### config.mk
export PLATFORM = sky130hd
export DESIGN_NAME = hilo_mul_ctrl
export DESIGN_NICKNAME = d
export VERILOG_FILES = /design/src/rtl/hilo_mul_ctrl.sv
export SDC_FILE = /design/constraint.sdc
export NUM_CORES = 1
export LEC_CHECK = 0
export CAP_MARGIN = 20
export CORE_UTILIZATION = 41
export CTS_CLUSTER_SIZE = 24
export DETAILED_ROUTE_END_ITERATION = 7
export PLACE_DENSITY = 0.81
export SKIP_CTS_REPAIR_TIMING = 1
export SYNTH_ARGS = -nofsm -noshare
export SYNTH_HDL_FRONTEND = slang
export SYNTH_SLANG_ARGS = --single-unit
### constraint.sdc
create_clock -name clk -period 2.26 [get_ports clk]
set_input_delay 0.452 -clock clk [delete_from_list [all_inputs] [get_ports clk]]
set_output_delay 0.452 -clock clk [all_outputs]
set_load 0.05 [all_outputs]
### src/rtl/hilo_mul_ctrl.sv
// EXE-stage HI/LO owner and multiplier requester: issues multiply-class ops to an
// external multiplier, stalls EXE until the product returns, and commits HI/LO or rd.
module hilo_mul_ctrl (
  input  logic        clk,
  input  logic        rst,
  input  logic        op_valid,
  input  logic [3:0]  op_code,
  input  logic [31:0] src_a,
  input  logic [31:0] src_b,
  input  logic        flush,
  output logic        exe_stall,
  output logic [31:0] exe_result,
  output logic        mul_req,
  output logic        mul_cancel,
  output logic        mul_signed,
  output logic        mul_accumulate,
  output logic        mul_add_sub,
  output logic [63:0] mul_oprand,
  output logic [63:0] mul_hilo,
  input  logic        mul_oprand_ok,
  input  logic        mul_data_ok,
  input  logic [63:0] mul_res
);

  localparam int unsigned DW  = 32;
  localparam int unsigned OPW = 4;

  localparam logic [OPW-1:0] OP_MULT  = 4'd1;
  localparam logic [OPW-1:0] OP_MULTU = 4'd2;
  localparam logic [OPW-1:0] OP_MADD  = 4'd3;
  localparam logic [OPW-1:0] OP_MADDU = 4'd4;
  localparam logic [OPW-1:0] OP_MSUB  = 4'd5;
  localparam logic [OPW-1:0] OP_MSUBU = 4'd6;
  localparam logic [OPW-1:0] OP_MTHI  = 4'd7;
  localparam logic [OPW-1:0] OP_MTLO  = 4'd8;
  localparam logic [OPW-1:0] OP_MFHI  = 4'd9;
  localparam logic [OPW-1:0] OP_MFLO  = 4'd10;
  localparam logic [OPW-1:0] OP_MUL   = 4'd11;

  typedef enum logic [1:0] {S_IDLE, S_REQ, S_BUSY} state_t;

  state_t          state;
  logic [OPW-1:0]  op_r;
  logic [DW-1:0]   opa_r;
  logic [DW-1:0]   opb_r;
  logic [DW-1:0]   hi;
  logic [DW-1:0]   lo;

  logic is_mc;
  logic idle_go;
  logic start_mc;
  logic commit;

  assign is_mc    = (op_code >= OP_MULT && op_code <= OP_MSUBU) || (op_code == OP_MUL);
  assign idle_go  = (state == S_IDLE) && op_valid && !flush;
  assign start_mc = idle_go && is_mc;
  assign commit   = (state == S_BUSY) && mul_data_ok && !flush;

  // Multiplier request side is driven purely from latched op/operands and the
  // architectural HI/LO, which cannot change outside IDLE, so it stays stable.
  assign mul_req        = (state == S_REQ);
  assign mul_cancel     = flush && (state != S_IDLE);
  assign mul_signed     = (op_r == OP_MULT) || (op_r == OP_MADD) || (op_r == OP_MSUB);
  assign mul_accumulate = (op_r >= OP_MADD) && (op_r <= OP_MSUBU);
  assign mul_add_sub    = (op_r == OP_MADD) || (op_r == OP_MADDU);
  assign mul_oprand     = {opb_r, opa_r};
  assign mul_hilo       = {hi, lo};

  assign exe_stall = start_mc
                  || (state == S_REQ)
                  || ((state == S_BUSY) && !mul_data_ok);

  // MF reads see the register directly; a commit the cycle before is already visible.
  always_comb begin
    exe_result = '0;
    if (idle_go && op_code == OP_MFHI) begin
      exe_result = hi;
    end else if (idle_go && op_code == OP_MFLO) begin
      exe_result = lo;
    end else if (commit && op_r == OP_MUL) begin
      exe_result = mul_res[DW-1:0];
    end
  end

  always_ff @(posedge clk) begin
    if (!rst) begin
      state <= S_IDLE;
      op_r  <= '0;
      opa_r <= '0;
      opb_r <= '0;
      hi    <= '0;
      lo    <= '0;
    end else begin
      case (state)
        S_IDLE: begin
          if (start_mc) begin
            op_r  <= op_code;
            opa_r <= src_a;
            opb_r <= src_b;
            state <= S_REQ;
          end else if (idle_go && op_code == OP_MTHI) begin
            hi <= src_a;
          end else if (idle_go && op_code == OP_MTLO) begin
            lo <= src_a;
          end
        end
        S_REQ: begin
          if (flush) begin
            state <= S_IDLE;
          end else if (mul_oprand_ok) begin
            state <= S_BUSY;
          end
        end
        S_BUSY: begin
          if (flush) begin
            state <= S_IDLE;
          end else if (mul_data_ok) begin
            if (op_r != OP_MUL) begin
              hi <= mul_res[63:32];
              lo <= mul_res[31:0];
            end
            state <= S_IDLE;
          end
        end
        default: state <= S_IDLE;
      endcase
    end
  end

endmodule

# Yosys cells after proc, flatten, opt, wreduce, memory -nomap -nowiden
# Index checks and enable logic that the tools add are counted.
# totals
word_cells	84
output_inout_bits	166
input_bits	138
reg_bits	134
# op_classes
eq_ne	23
mux	22
magnitude_cmp	4
reduce_logical	29
# ops
cell	count
32-bit two-way mux	14
32-bit case mux with 2 select lines	2
4-bit == test, second input constant	5
1-bit logical AND	14
4-bit by 3-bit == test with 1-bit output, second input constant	3
2-bit two-way mux	5
2-bit inequality test, second input constant	5
4-bit by 3-bit <= comparator with 1-bit output, second input constant	2
7-bit AND reduction	1
1-bit logical OR	6
2-bit by 1-bit inequality test with 1-bit output, second input constant	3
2-bit case mux with 3 select lines	1
6-bit AND reduction	1
4-bit by 1-bit == test with 1-bit output, second input constant	1
4-bit by 2-bit == test with 1-bit output, second input constant	1
4-bit by 1-bit >= comparator with 1-bit output, second input constant	1
4-bit by 2-bit >= comparator with 1-bit output, second input constant	1
4-bit inequality test, second input constant	1
2-bit nonzero test	2
3-bit by 2-bit inequality test with 1-bit output, second input constant	1
3-bit inequality test, second input constant	1
3-bit AND reduction	1
2-bit by 1-bit == test with 1-bit output, second input constant	1
2-bit == test, second input constant	1
3 further kinds	4

# Longest topological paths before layout
# logic_depth
word_depth	8
depth_mapped	7
mapped_depth_nobuf	4

# Worst setup path after synthesis
# OpenSTA, ideal clock, no wires.
# synth_path
path_kind	input-to-output
startpoint	input flush
endpoint	output exe_stall
path_buffers	1
required_time_ns	1.808
t_arrival_ns	1.960
setup_slack_ns	-0.152
path_stages	4
cell_sequence	or4b_4 -> a2111oi_4 -> clkbuf_1 -> or3_1
# synth_via
elab_chain_len	5
# synth_rtl
element	line_no	rtl
from (decl)	10	input logic flush,
1-bit logical NOT	55	assign idle_go = (state == S_IDLE) && op_valid && !flush;
1-bit logical AND	55	
1-bit logical AND	56	assign start_mc = idle_go && is_mc;
1-bit logical OR	70	|| (state == S_REQ)
1-bit logical OR	71	|| ((state == S_BUSY) && !mul_data_ok);
to (decl)	11	output logic exe_stall,
# No other way between the ends.

# Final worst setup path
# layout_path
startpoint	input flush
endpoint	output exe_result[13]
# layout_via
elab_chain_len	6
elab_cells_between_ends	9
classes_between	3 x mux; 6 x reduce/logical
# layout_rtl
element	line_no	rtl
1-bit logical NOT *	55, 57	
1-bit logical AND	57	assign commit = (state == S_BUSY) && mul_data_ok && !flush;
1-bit logical AND	80	end else if (commit && op_r == OP_MUL) begin
32-bit two-way mux	80	
32-bit two-way mux	78	end else if (idle_go && op_code == OP_MFLO) begin
32-bit two-way mux *	76	if (idle_go && op_code == OP_MFHI) begin
to (decl)	12	output logic [31:0] exe_result,
# Every way passes the cells marked *; elsewhere a longest branch is shown, timed or not.

==> flow_metrics.py <==
metrics = {
    "run_status": {
        "status": "finished, violations left",
        "violations": "DRC, setup timing",
    },
    "power_and_ir_drop": {
        "combPwrFrac_pct": 18.8,
        "p_sw_mw": 1.784,
        "leakage_nw": 3.999,
        "peakVddDrop_uv": 559.2,
        "total_power_mw": 6.374,
        "powerDensity_nw_per_um2": 579.8,
        "pwr-share-seq_pct": 39.6,
        "pwr-share-clk_pct": 41.6,
        "switching_share_pct": 27.99,
        "p_int_mw": 4.590,
    },
    "drt": {
        "drtIter0Drc": 636,
        "wl_mm": 24.64,
        "viasPerCell": 5.574,
        "first_pass_iters": 8,
        "route.detailed.drc": 19,
        "wl_per_cell_um": 19.33,
        "ant_nets": 0,
        "vias": 7107,
    },
    "floorplanning": {
        "num_rows": 44,
        "num_io_pins": 304,
        "dieArea_um2": 15730,
        "die_h_um": 125.4,
        "coreArea_um2": 14700,
        "die_x_um": 125.4,
        "start_util_pct": 42.48,
    },
    "critical_path": {
        "cp_max_fo": 8,
        "critPathLaunchType": "input port",
        "arrival_ns": 1.93,
        "crit_type": "in2out",
        "endpoint_kind": "output port",
        "rrSetupSlack_ns": 0.16,
        "critical_path_required_ns": 1.81,
        "worst-r2r-cell-count": 4,
    },
    "job": {
        "maxCapViolations": 0,
    },
    "grt": {
        "antenna_found_initial": 1,
        "grt_busiest_layer": "met2",
        "gr-usage-met3_pct": 7.916,
        "grtUsageMet2_pct": 52.09,
        "grt_max_degree": 50,
        "grt_overflow": 0,
        "grt_pass1_wl_mm": 37.13,
        "use_met1_pct": 35.20,
        "grt_use_total_pct": 30.14,
        "grt_pass1_vias": 6969,
    },
    "sta": {
        "skew_ns": 0.008611,
        "fmax_ghz": 0.4200,
        "setup-tns-final_ns": -3.115,
        "worstMarginPinSlew_ns": 0.5694,
        "maxSlewHeadroom_pct": 61.92,
        "period_needed_ns": 2.381,
        "slew_viol_final": 0,
        "rsz0062_at_grt": "yes",
        "finalHoldViolCount": 0,
        "min_period_over_period_pct": 105.3,
        "worst_slack_ns": -0.1207,
        "setup_viol": 33,
    },
    "clocking": {
        "cts_tree": "yes",
        "htree_levels": 4,
        "root_buffer": "clkbuf_16",
        "clkLatencyLatePin_ns": 0.41,
        "clock_sinks": 134,
        "cts_made_buffers": 17,
        "clk_pin_slew_ns": 0.05,
        "cts_buffer_depth": 2,
    },
    "place": {
        "gp_congestion": 0.9084,
        "portBuffers": 303,
        "dp_hpwl_mm": 16.70,
        "placed_cells": 1232,
        "place_ws_ns": -0.5637,
    },
    "logic_synthesis": {
        "synth_cells": 771,
        "synth.top_cell.area_share_pct": 42.96,
        "syn-num-nets": 909,
        "ys_ff_latch": 134,
        "yosysTopAreaCell": "dfxtp_1",
        "yosys-top-cells-area": "dfxtp_1 (43%), nand2_1 (18%), o221a_1 (12%), a21boi_0 (7.0%), nand3_1 (5.2%)",
        "seq_area_frac_synth_pct": 42.96,
        "syn-cell-area_um2": 6245,
        "ys.warnings.count": 0,
        "syn_area_per_cell_um2": 8.100,
        "synthDistinctLibCells": 37,
    },
    "cells_and_area": {
        "area_growth_pct": 76.04,
        "nets": 1215,
        "layout-drive-gt1-share_pct": 18.53,
        "n_fill_cell": 1066,
        "final_util_pct": 74.79,
        "final_cells": 1275,
    },
    "min_path": {
        "hp-class": "in2reg",
        "holdPathStages": 3,
    },
}
## metrics by stage
step / hold slack (ns) / cell area (um2)
6_report: 0.3740 / 10990
5_1_grt: 0.3686 / 10990
4_1_cts: 0.4557 / 10650
3_5_place_dp: 0.4471 / 10080
3_3_place_gp: 0.4410 / 10080
2_1_floorplan: 0.4568 / 6325
## final cells by class
type / instances / area [um2] / share of cell area (%)
clock buffer: 18 / 429.2 / 3.904
antenna: 1 / 2.502 / 0.02276
clock inverter: 14 / 136.4 / 1.241
sequential: 134 / 2691 / 24.48
timing repair buffer: 359 / 4025 / 36.62
multi-input combinational: 562 / 3467 / 31.54
inverter: 3 / 11.26 / 0.1024
tap: 184 / 230.2 / 2.094
## placed cells by master, fill, tap and decap left out, types with 2 or more instances in the layout
cell / n
nand2_1: 260
bufinv_16: 2
clkinv_2: 6
nor4bb_4: 2
a21boi_0: 58
buf_12: 47
dfxtp_1: 129
a22oi_2: 17
dfxtp_2: 4
a21oi_1: 4
inv_1: 3
nand2_2: 35
dlymetal6s2s_1: 5
a22oi_1: 15
a21boi_1: 10
clkbuf_16: 20
clkinvlp_4: 5
and4_4: 2
nor3b_1: 2
clkdlybuf4s50_1: 257
buf_4: 39
buf_6: 5
and3_1: 2
clkbuf_2: 2
nor2b_1: 2
nand3_1: 65
o221a_1: 64
## synth_stat cells
cell type	instances
a22oi_1	32
nand4b_1	1
nand4bb_1	1
clkbuf_1	54
dfxtp_1	134
a31o_2	1
nor3b_1	2
o21a_1	1
inv_1	3
and3_1	2
or2_2	1
a21boi_1	10
o221a_2	1
a21boi_0	58
a2111o_1	1
nor2b_1	3
nor4b_1	1
nor3_1	2
and4_4	2
nand3_2	1
o221a_1	64
o31ai_1	1
or3_1	2
buf_1	2
maj3_1	1
nand2b_1	2
nor4bb_1	2
buf_6	8
or4b_4	1
nand3_1	65
a2111oi_4	1
o21ai_0	1
a21oi_1	4
nor2_1	2
nand2_1	295
a211oi_1	1
buf_2	8
## logic make-up after synthesis
group | Yosys count | synth area share, %
buffers and inverters | 75 | 5.630
AO/OA/AOI/OAI | 176 | 25.27
AND/OR/NAND/NOR | 385 | 25.99
flip-flops | 134 | 42.96
adder cells (fa/ha/maj) | 1 | 0.1603
## worst max-delay path, cell delays in order
cell and delay, ns:
clkbuf_2 0.12, nand4bb_1 0.22, buf_6 0.17, nor4bb_4 0.27
buf_6 0.19, buf_6 0.16, a22oi_1 0.10, nand2_2 0.10
buf_12 0.14
## registers in the layout, summed over array words and instances, names as in the netlist
name   cells
opa_r     32
op_r       4
lo        32
state      2
opb_r     32
hi        32
## final timing paths
check | from | endpoint
hold reg to reg | opa_r[9] | opa_r[9]
setup reg to reg | state[0] | hi[14]
setup / recovery | flush | exe_result[13]
hold / removal | flush | state[1]
## power by group through the flow
stage,Sequential (mW),Clock [mW],Combinational (mW)
after floorplan,2.86,0,0.299
after global placement,2.57,0,1.17
after detailed placement,2.57,0,1.18
after CTS,2.52,2.69,1.18
after global routing,2.54,2.79,1.26
final,2.53,2.65,1.20
## metal layers
layer	wire (um)	vias to the layer above
li1	-	3325
met1	9512	3370
met2	12220	357
met3	2032	55
met4	872	0
met5	0	-
No activity file was read; power rests on OpenSTA's default activity.
